[config.mk]
export PLATFORM = sky130hd
export DESIGN_NAME = branch_pred_ctrl
export DESIGN_NICKNAME = d
export VERILOG_FILES = /design/src/rtl/branch_pred_ctrl.sv
export SDC_FILE = /design/constraint.sdc
export NUM_CORES = 1
export LEC_CHECK = 0
export ABC_AREA = 1
export CORE_MARGIN = 5
export CORE_UTILIZATION = 45
export DETAILED_ROUTE_END_ITERATION = 8
export GPL_ROUTABILITY_DRIVEN = 0
export PLACE_DENSITY = 0.79
export RECOVER_POWER = 50
export SETUP_SLACK_MARGIN = 0.1
export SLEW_MARGIN = 25
export SYNTH_ARGS = -nofsm -noshare
export SYNTH_HDL_FRONTEND = slang
export SYNTH_SLANG_ARGS = --single-unit
[constraint.sdc]
create_clock -name clk -period 2.1 [get_ports clk]
set_input_delay 0.42 -clock clk [delete_from_list [all_inputs] [get_ports clk]]
set_output_delay 0.42 -clock clk [all_outputs]
set_load 0.05 [all_outputs]
[src/rtl/branch_pred_ctrl.sv]
// -----------------------------------------------------------------------------
// branch_pred_ctrl
//
// Dynamic branch-prediction controller for a 5-stage forwarding pipeline.
//
// Prediction (IF, combinational):
//   A tagless branch history table (BHT) of 2-bit saturating counters is
//   indexed by if_pc[BHT_IDX_W+1:2]. An entry that has never been trained
//   falls back to the static backward-taken / forward-not-taken policy, using
//   the sign of the branch immediate. A trained entry uses the counter MSB
//   instead. JAL is always predicted taken.
//
// Resolution (EX, registered):
//   A live branch in EX updates its BHT entry and the branch counter. When the
//   resolved direction differs from the prediction carried down from IF, the
//   block raises a one-cycle redirect with the corrected PC and holds both
//   squash strobes high for FLUSH_LEN cycles. While the flush window is open
//   (FLUSH state) everything arriving on the ex_* inputs is a wrong-path
//   instruction and is ignored.
//
// Parameters:
//   BHT_IDX_W  BHT index width; the table has 2**BHT_IDX_W entries
//   FLUSH_LEN  cycles the flush strobes stay high after a mispredict (1..7)
//
// Ports:
//   clk, rst_n                   clock (rising edge), async active-low reset
//   if_pc, if_is_branch,
//   if_is_jal, if_target,
//   if_imm_neg                   IF-stage instruction being fetched
//   pred_taken                   prediction for the IF instruction (comb)
//   next_pc                      PC to fetch next cycle (comb)
//   ex_valid, ex_is_branch,
//   ex_pc, ex_taken, ex_target,
//   ex_pred_taken                EX-stage resolved branch information
//   redirect_valid, redirect_pc  registered fetch redirect after a mispredict
//   flush_if_id, flush_id_ex     registered squash strobes
//   br_cnt, mis_cnt              saturating resolved-branch / mispredict counts
// -----------------------------------------------------------------------------
module branch_pred_ctrl #(
  parameter int BHT_IDX_W = 4,
  parameter int FLUSH_LEN = 1
) (
  input  logic        clk,
  input  logic        rst_n,
  // IF stage
  input  logic [31:0] if_pc,
  input  logic        if_is_branch,
  input  logic        if_is_jal,
  input  logic [31:0] if_target,
  input  logic        if_imm_neg,
  output logic        pred_taken,
  output logic [31:0] next_pc,
  // EX stage
  input  logic        ex_valid,
  input  logic        ex_is_branch,
  input  logic [31:0] ex_pc,
  input  logic        ex_taken,
  input  logic [31:0] ex_target,
  input  logic        ex_pred_taken,
  // Redirect / flush
  output logic        redirect_valid,
  output logic [31:0] redirect_pc,
  output logic        flush_if_id,
  output logic        flush_id_ex,
  // Statistics
  output logic [15:0] br_cnt,
  output logic [15:0] mis_cnt
);

  localparam int BHT_DEPTH = 1 << BHT_IDX_W;

  // Flush counter is loaded with FLUSH_LEN-1 and counts down to zero; the
  // strobes are high for every cycle the FLUSH state lasts.
  localparam logic [2:0] FC_INIT = 3'(FLUSH_LEN - 1);
  // With a single-cycle flush there is nothing to wait for: stay in RUN.
  localparam bit MULTI_CYCLE_FLUSH = (FLUSH_LEN > 1);

  // Counter encodings
  localparam logic [1:0] CTR_STRONG_NT = 2'b00;
  localparam logic [1:0] CTR_WEAK_NT   = 2'b01;
  localparam logic [1:0] CTR_WEAK_T    = 2'b10;
  localparam logic [1:0] CTR_STRONG_T  = 2'b11;

  localparam logic [15:0] CNT_MAX = 16'hFFFF;

  typedef enum logic [0:0] {
    ST_RUN   = 1'b0,
    ST_FLUSH = 1'b1
  } state_t;

  // ---------------------------------------------------------------------------
  // State
  // ---------------------------------------------------------------------------
  state_t                 state, state_next;
  logic [2:0]             fc, fc_next;

  logic [BHT_DEPTH-1:0]   bht_valid;
  logic [1:0]             bht_ctr [BHT_DEPTH];

  logic                   redirect_valid_next;
  logic [31:0]            redirect_pc_next;
  logic                   flush_q, flush_next;

  // ---------------------------------------------------------------------------
  // IF-stage prediction
  // ---------------------------------------------------------------------------
  logic [BHT_IDX_W-1:0]   if_idx;
  logic                   dir_taken;
  logic [31:0]            if_seq_pc;

  assign if_idx    = if_pc[BHT_IDX_W+1:2];
  assign if_seq_pc = if_pc + 32'd4;

  // The table is read from registers, so a same-cycle EX update of this entry
  // is seen only from the next cycle on (no bypass).
  assign dir_taken  = bht_valid[if_idx] ? bht_ctr[if_idx][1] : if_imm_neg;
  assign pred_taken = if_is_jal | (if_is_branch & dir_taken);

  // NOTE: every signal written in an always_comb gets a value on every path
  // (here via the if/else chain, elsewhere via defaults at the top); a path
  // that leaves one unassigned infers a latch.
  always_comb begin
    if (redirect_valid) begin
      next_pc = redirect_pc;
    end else if (pred_taken) begin
      next_pc = if_target;
    end else begin
      next_pc = if_seq_pc;
    end
  end

  // ---------------------------------------------------------------------------
  // EX-stage resolution
  // ---------------------------------------------------------------------------
  logic [BHT_IDX_W-1:0]   ex_idx;
  logic                   resolve;
  logic                   mispredict;
  logic [1:0]             ctr_upd;

  assign ex_idx = ex_pc[BHT_IDX_W+1:2];

  // Only RUN accepts EX results; during FLUSH the EX slot holds wrong-path work.
  assign resolve    = (state == ST_RUN) & ex_valid & ex_is_branch;
  assign mispredict = resolve & (ex_taken != ex_pred_taken);

  // First resolution seeds the entry in the weak state of the observed
  // direction; later ones saturate towards 00 / 11.
  always_comb begin
    ctr_upd = bht_ctr[ex_idx];
    if (!bht_valid[ex_idx]) begin
      ctr_upd = ex_taken ? CTR_WEAK_T : CTR_WEAK_NT;
    end else if (ex_taken) begin
      if (bht_ctr[ex_idx] != CTR_STRONG_T) begin
        ctr_upd = bht_ctr[ex_idx] + 2'd1;
      end
    end else begin
      if (bht_ctr[ex_idx] != CTR_STRONG_NT) begin
        ctr_upd = bht_ctr[ex_idx] - 2'd1;
      end
    end
  end

  // ---------------------------------------------------------------------------
  // FSM: state register
  // ---------------------------------------------------------------------------
  // NOTE: sequential state is always updated with non-blocking (<=)
  // assignments so every flop samples pre-edge values; blocking (=) is kept
  // for combinational blocks only.
  always_ff @(posedge clk or negedge rst_n) begin
    if (!rst_n) begin
      state <= ST_RUN;
      fc    <= 3'd0;
    end else begin
      state <= state_next;
      fc    <= fc_next;
    end
  end

  // ---------------------------------------------------------------------------
  // FSM: next-state logic
  // ---------------------------------------------------------------------------
  always_comb begin
    state_next = state;
    fc_next    = fc;
    unique case (state)
      ST_RUN: begin
        if (mispredict) begin
          fc_next    = FC_INIT;
          state_next = MULTI_CYCLE_FLUSH ? ST_FLUSH : ST_RUN;
        end
      end
      ST_FLUSH: begin
        if (fc == 3'd0) begin
          state_next = ST_RUN;
        end else begin
          fc_next = fc - 3'd1;
        end
      end
      default: begin
        state_next = ST_RUN;
        fc_next    = 3'd0;
      end
    endcase
  end

  // ---------------------------------------------------------------------------
  // FSM: output logic (values the registered outputs take at the next edge)
  // ---------------------------------------------------------------------------
  always_comb begin
    redirect_valid_next = 1'b0;
    redirect_pc_next    = redirect_pc;
    flush_next          = 1'b0;
    unique case (state)
      ST_RUN: begin
        if (mispredict) begin
          redirect_valid_next = 1'b1;
          redirect_pc_next    = ex_taken ? ex_target : (ex_pc + 32'd4);
          flush_next          = 1'b1;
        end
      end
      ST_FLUSH: begin
        // Strobes stay up until the last FLUSH cycle (fc == 0) has passed.
        flush_next = (fc != 3'd0);
      end
      default: begin
        flush_next = 1'b0;
      end
    endcase
  end

  always_ff @(posedge clk or negedge rst_n) begin
    if (!rst_n) begin
      redirect_valid <= 1'b0;
      redirect_pc    <= 32'd0;
      flush_q        <= 1'b0;
    end else begin
      redirect_valid <= redirect_valid_next;
      redirect_pc    <= redirect_pc_next;
      flush_q        <= flush_next;
    end
  end

  // Both pipeline registers are squashed over the same window.
  assign flush_if_id = flush_q;
  assign flush_id_ex = flush_q;

  // ---------------------------------------------------------------------------
  // Branch history table
  // ---------------------------------------------------------------------------
  // NOTE: the table is small and held in flops, so it is reset explicitly:
  // the untrained/static fallback depends on every valid bit starting at 0.
  // A large RAM-based table would instead be cleared by a sequenced walk.
  always_ff @(posedge clk or negedge rst_n) begin
    if (!rst_n) begin
      bht_valid <= '0;
      for (int i = 0; i < BHT_DEPTH; i++) begin
        bht_ctr[i] <= CTR_WEAK_NT;
      end
    end else if (resolve) begin
      bht_valid[ex_idx] <= 1'b1;
      bht_ctr[ex_idx]   <= ctr_upd;
    end
  end

  // ---------------------------------------------------------------------------
  // Statistics (saturating)
  // ---------------------------------------------------------------------------
  always_ff @(posedge clk or negedge rst_n) begin
    if (!rst_n) begin
      br_cnt  <= 16'd0;
      mis_cnt <= 16'd0;
    end else begin
      if (resolve && (br_cnt != CNT_MAX)) begin
        br_cnt <= br_cnt + 16'd1;
      end
      if (mispredict && (mis_cnt != CNT_MAX)) begin
        mis_cnt <= mis_cnt + 16'd1;
      end
    end
  end

endmodule

After elaboration in Yosys (flattened, before gate mapping)
Index checks and enable logic that the tools add are counted.

Reduce and logical (&&, ||, !) cells: 9. Eq/ne operators: 6. Order comparisons: 6. Bitwise logic cells: 9. Mux-type cells: 32. Add/subtract/negate cells: 7.

Operators with widths (count): two-way mux 32 bit (3); adder 32 x 3 -> 32 bit (second input constant) (2); adder 16 x 1 -> 16 bit (second input constant) (2); bitwise mux 32 bit (1); inequality test 16 bit (second input constant) (2); two-way mux 2 bit (10); binary-select mux 2 bit (select 4 bit) (2); bitwise OR 16 bit (1); greater-or-equal comparator 5 bit (second input constant) (2); < comparator 4 x 5 -> 1 bit (second input constant) (2); NOT 4 -> 5 bit (2); binary-select mux 1 bit (select 4 bit) (2); demux 2 bit (select 4 bit) (1); two-way mux 1 bit (7); two-way mux 3 bit (2); inequality test 2 bit (second input constant) (3); one-hot mux 3 bit (2 select lines) (1); < comparator 5 x 1 -> 1 bit (second input constant) (1); AND 1 bit (4); demux 1 bit (select 4 bit) (1); greater-or-equal comparator 4 x 1 -> 1 bit (second input constant) (1); logical AND 1 bit (4); one-hot mux 1 bit (2 select lines) (2); AND reduction 2 bit (2); other kinds (9) (9).

Logic and storage cells: 93. Flip-flop bits (word level): 118. Output and inout port bits: 100.

Longest topological paths before layout
Depth in word-level cells: 9. Gate-level depth with buffers: 18. Gate-level depth less buffers: 15.

Least setup slack after synthesis
OpenSTA, ideal clock, no wires.

Path type: input to output. Start point: input if_pc[2]. End point: output next_pc[22]. Path slack: -342 ps. Data arrival time: 2022 ps. Stages: 18. Cell sequence: buf_6 -> inv_4 -> buf_6 -> nand2_1 -> nand3_1 -> nand2_1 -> nand2_1 -> nand2_1 -> inv_1 -> nand2_1 -> nand2_1 -> nand2_1 -> nand2_2 -> nand2_4 -> buf_4 -> nand2_1 -> nand3_1 -> nand2_1.

Cells in the longest elaborated chain, start to end: 9.

Ends and longest elaborated chain: from (decl) (line 46) `input logic [31:0] if_pc,`; NOT 4 -> 5 bit (implied by the code) (line 116) `assign dir_taken = bht_valid[if_idx] ? bht_ctr[if_idx][1] : if_imm_neg;`; binary-select mux 2 bit (select 4 bit) (line 116); two-way mux 2 bit (implied by the code) (2 in a row) (line 116); two-way mux 1 bit * (line 116); AND 1 bit * (line 117) `assign pred_taken = if_is_jal | (if_is_branch & dir_taken);`; bitwise OR 1 bit * (line 117); named net pred_taken (line 51) `output logic pred_taken,`; two-way mux 32 bit * (line 125) `end else if (pred_taken) begin`; two-way mux 32 bit * (line 123) `if (redirect_valid) begin`; to (decl) (line 52) `output logic [31:0] next_pc,`.

Mark *: on every way through the listed nets, which the timed path passes. The rest lies on a longest branch. The select of a mux whose other input is x is not followed.

Worst setup path in the final report
Start point: register bht_ctr[23] (netlist bit). End point: output next_pc[11].

Cells in the longest elaborated chain, start to end: 8.

Ends and longest elaborated chain: from (decl) (line 98) `logic [1:0] bht_ctr [BHT_DEPTH];`; from (signal, indexed assignment) (line 261) `bht_ctr[ex_idx] <= ctr_upd;`; binary-select mux 2 bit (select 4 bit) (line 116); two-way mux 2 bit (implied by the code) (2 in a row) (line 116); two-way mux 1 bit (line 116); AND 1 bit (line 117); bitwise OR 1 bit (line 117); two-way mux 32 bit (line 125); two-way mux 32 bit (line 123).

Every way passes these cells. The select of a mux whose other input is x is not followed.

==> flow_summary.yaml <==
grt:
  grt_max_degree: 53
  grt-ovfl-total: 0
  antenna_found_initial: 2
  grt_first_pass_wirelength_um: 55100
  grt_pass1_vias: 10706
  grt_util_all_layers_pct: 31.7
synth:
  synthAdderAreaFrac_pct: 1.32
  synth_ff_type: "dfrtp_1"
  async_flop_share_pct: 100
  synth-simple-area-share_pct: 37.4
  synth_compound_area_share_pct: 9.34
  syn-num-nets: 1428
  synthesis.area_um2: 8560
  synth_top_family_by_area: "simple AND/OR/NAND/NOR gates"
  muxShareOfSynthArea_pct: 0.263
  postSynthCellCount: 1282
  synth_warnings: 0
  synth.avg_cell_area_um2: 6.67
  ys_seq_area_share_pct: 34.7
  ys_ff_latch: 118
  synth_edf_count: 0
  synth-xor-area-share_pct: 6.55
  yosysUniqueCellTypes: 45
clock_tree:
  clk_pin_slew_ps: 60
  cts.path.max_buffers: 2
  cts_tree: "yes"
  cts_root_buf: "clkbuf_16"
  cts.sinks: 118
  cts_buffers: 17
  insertion_delay_ps: 420
  cts.htree.levels: 4
detailed_routing:
  drtIter0Drc: 1224
  drt_pass1_iterations: 6
  drc_errors: 0
  vias: 11187
  via_per_inst: 5.67
  wl_per_cell_um: 20.1
  routed_wl_um: 39800
  postRouteAntennaNets: 0
critical_path:
  r2r_slack_ps: 20
  endpoint_kind: "output port"
  path_class: "flip-flop to output port"
  cp-start-kind: "flip-flop"
  critPathRequiredTime_ps: 1680
  path_max_fanout: 8
  cp.arrival_ps: 2470
  reg2regPathDepth: 12
  r2r-end: "mis_cnt[13]"
  r2r_start: "state"
timing:
  fin_crit_ps: 2890
  setup_viol: 49
  maxSlewViolCount: 0
  skew_ps: 9.05
  post-route-period-util_pct: 137
  setup_ws_ps: -786
  hold_viol_final: 0
  slew_headroom_pct: 50.9
  clock.fmax_ghz: 0.347
  grt_setup_unrepaired: "yes"
  setup_tns_ps: -25230
  tightest_slew_ps: 737
power:
  switchingPower_mw: 4.27
  p_int_mw: 6.18
  power_mw: 10.4
  ir_drop_v: 0.00118
  combPwrFrac_pct: 42.8
  p_leak_nw: 7.23
  pwr_density_cell_nw_per_um2: 709
  power_frac_clock_pct: 27.4
  p_seq_share_pct: 29.7
  p_sw_share_pct: 40.9
layout:
  final_common_cell: "nand2_1"
  final_cell_mix: "nand2_1 (326), buf_4 (200), inv_1 (151)"
  area_growth_pct: 72.2
  drive_gt1_share_pct: 31.0
  final_nets: 1871
  final_cells: 1973
  utilization_pct: 78.8
floorplanning:
  rows: 50
  core_um2: 18700
  fp.dieH_um: 148
  initial_core_util_pct: 45.7
  ioPinCount: 237
  fp.dieArea_um2: 21900
  die_w_um: 148
placement:
  dp_cells: 1913
  port_buffers: 236
  hpwl_um: 25700
min_path:
  hold_class: "flip-flop to flip-flop"
  worstHoldEndpoint: "bht_ctr[4]"
  hold_start: "bht_ctr[4]"
  hold_depth: 2
status:
  status: "finished, violations left"
  violations: "setup timing"
job:
  maxCapViolCount: 0
-- layout make-up --
class,instances,area [um^2]
Antenna cell,1,2.50
Fill cell,1158,3970
Tap cell,234,293
Clock buffer,17,425
Timing Repair Buffer,467,4520
Sequential cell,118,2970
Multi-Input combinational cell,950,5710
Inverter,171,654
Clock inverter,15,156
-- state kept, by name, summed over array words and instances (netlist names) --
register and flops:
bht_ctr 32, redirect_pc 32, bht_valid 16, br_cnt 16, mis_cnt 16, fc 3
flush_id_ex 1, redirect_valid 1, state 1
-- cell usage after synthesis, types with 2 or more instances --
master	count	area share, %
nor3_2	3	0.35
nor4_1	6	0.44
o21a_1	3	0.26
nand2_4	2	0.26
a31oi_1	4	0.29
and2_1	2	0.15
buf_4	10	0.88
inv_1	165	7.2
nor3_1	27	1.6
nor2_1	114	5.0
ha_1	9	1.3
xor2_1	35	3.6
dfrtp_1	102	30
nand3b_1	5	0.44
buf_6	3	0.39
nand3_1	128	7.5
nor3b_1	2	0.18
or2_0	2	0.15
nand4_1	17	1.2
nor2_4	3	0.39
or2_2	4	0.29
nand2_2	7	0.51
o22ai_1	2	0.15
buf_2	13	0.76
nand2_1	399	18
o211ai_1	11	0.97
clkbuf_1	18	0.79
o21ai_0	56	3.3
nand3_2	5	0.58
mux2_2	2	0.26
o21ai_2	12	1.2
xnor2_1	29	3.0
dfstp_2	16	4.9
inv_2	4	0.18
o21ai_1	21	1.2
nor2_2	4	0.29
a21oi_1	29	1.7
-- power by group through the flow --
| stage | combinational [mW] | clock, mW | sequential (mW) |
|---|---|---|---|
| global route | 4.68 | 3.02 | 3.14 |
| detailed placement | 4.25 | 0 | 3.11 |
| floorplan | 1.54 | 0 | 3.84 |
| finish | 4.48 | 2.87 | 3.10 |
| global placement | 4.18 | 0 | 3.09 |
| CTS | 4.25 | 2.89 | 3.07 |
-- timing repair --
| action | in CTS | in global routing |
|---|---|---|
| gates resized for setup | 159 | 100 |
| hold buffers | 1 | 0 |
| buffers inserted | 9 | 10 |
| endpoints found under the setup margin | 133 | 51 |
| gates cloned | 5 | 2 |
| pin swaps | 33 | 58 |
| hold endpoints to repair | 25 | 0 |
-- worst max path at each step --
stage                  end           from
2_1_floorplan  next_pc[22]       if_pc[2]
3_3_place_gp   next_pc[20]       if_pc[2]
3_5_place_dp   next_pc[27]       if_pc[2]
4_1_cts        next_pc[26]  bht_valid[13]
5_1_grt        next_pc[11]    bht_ctr[23]
6_report       next_pc[11]    bht_ctr[23]
-- through the flow --
step                setup WS (ps)  hold slack (ps)  instance area [um^2]
finish                       -786              478                 14700
global placement             -838              365                 13300
detailed placement           -847              366                 13300
CTS                          -543              473                 14300
global route                 -862              493                 14700
floorplan                    -147              124                  8970
-- worst max-delay path, stage by stage, from the launching register on --
cell	delay, ps
dfrtp_1	390
inv_1	110
nand2_2	70
nand3_2	70
nand3_1	90
nand3_1	120
nand2_1	110
nand2_2	130
nand2_4	90
nand2_8	140
buf_12	140
buf_16	150
nand3_2	100
nand3_2	110
nand2_4	60
buf_12	150
-- layer usage --
metal	wire, um	share of wire, %	vias to the layer above	track usage (%)
met5	15	0.038	-	0
met4	2730	6.9	2	14.5
met3	4200	11	250	8.49
met2	18400	46	857	52.9
met1	14400	36	5126	38.3
li1	-	-	4952	-
-- cell families (layout without fill, tap and decap cells) --
| group | count (synthesis) | count (layout) |
|---|---|---|
| adders and majority gates | 9 | 9 |
| buffers and inverters | 216 | 670 |
| muxes | 2 | 2 |
| AOI/OAI and AO/OA | 140 | 140 |
| and+or+nand+nor | 733 | 735 |
| DFF | 118 | 118 |
| xor gates and xnor gates | 64 | 64 |
| other | 0 | 1 |
(Power assumes the default switching activity.)
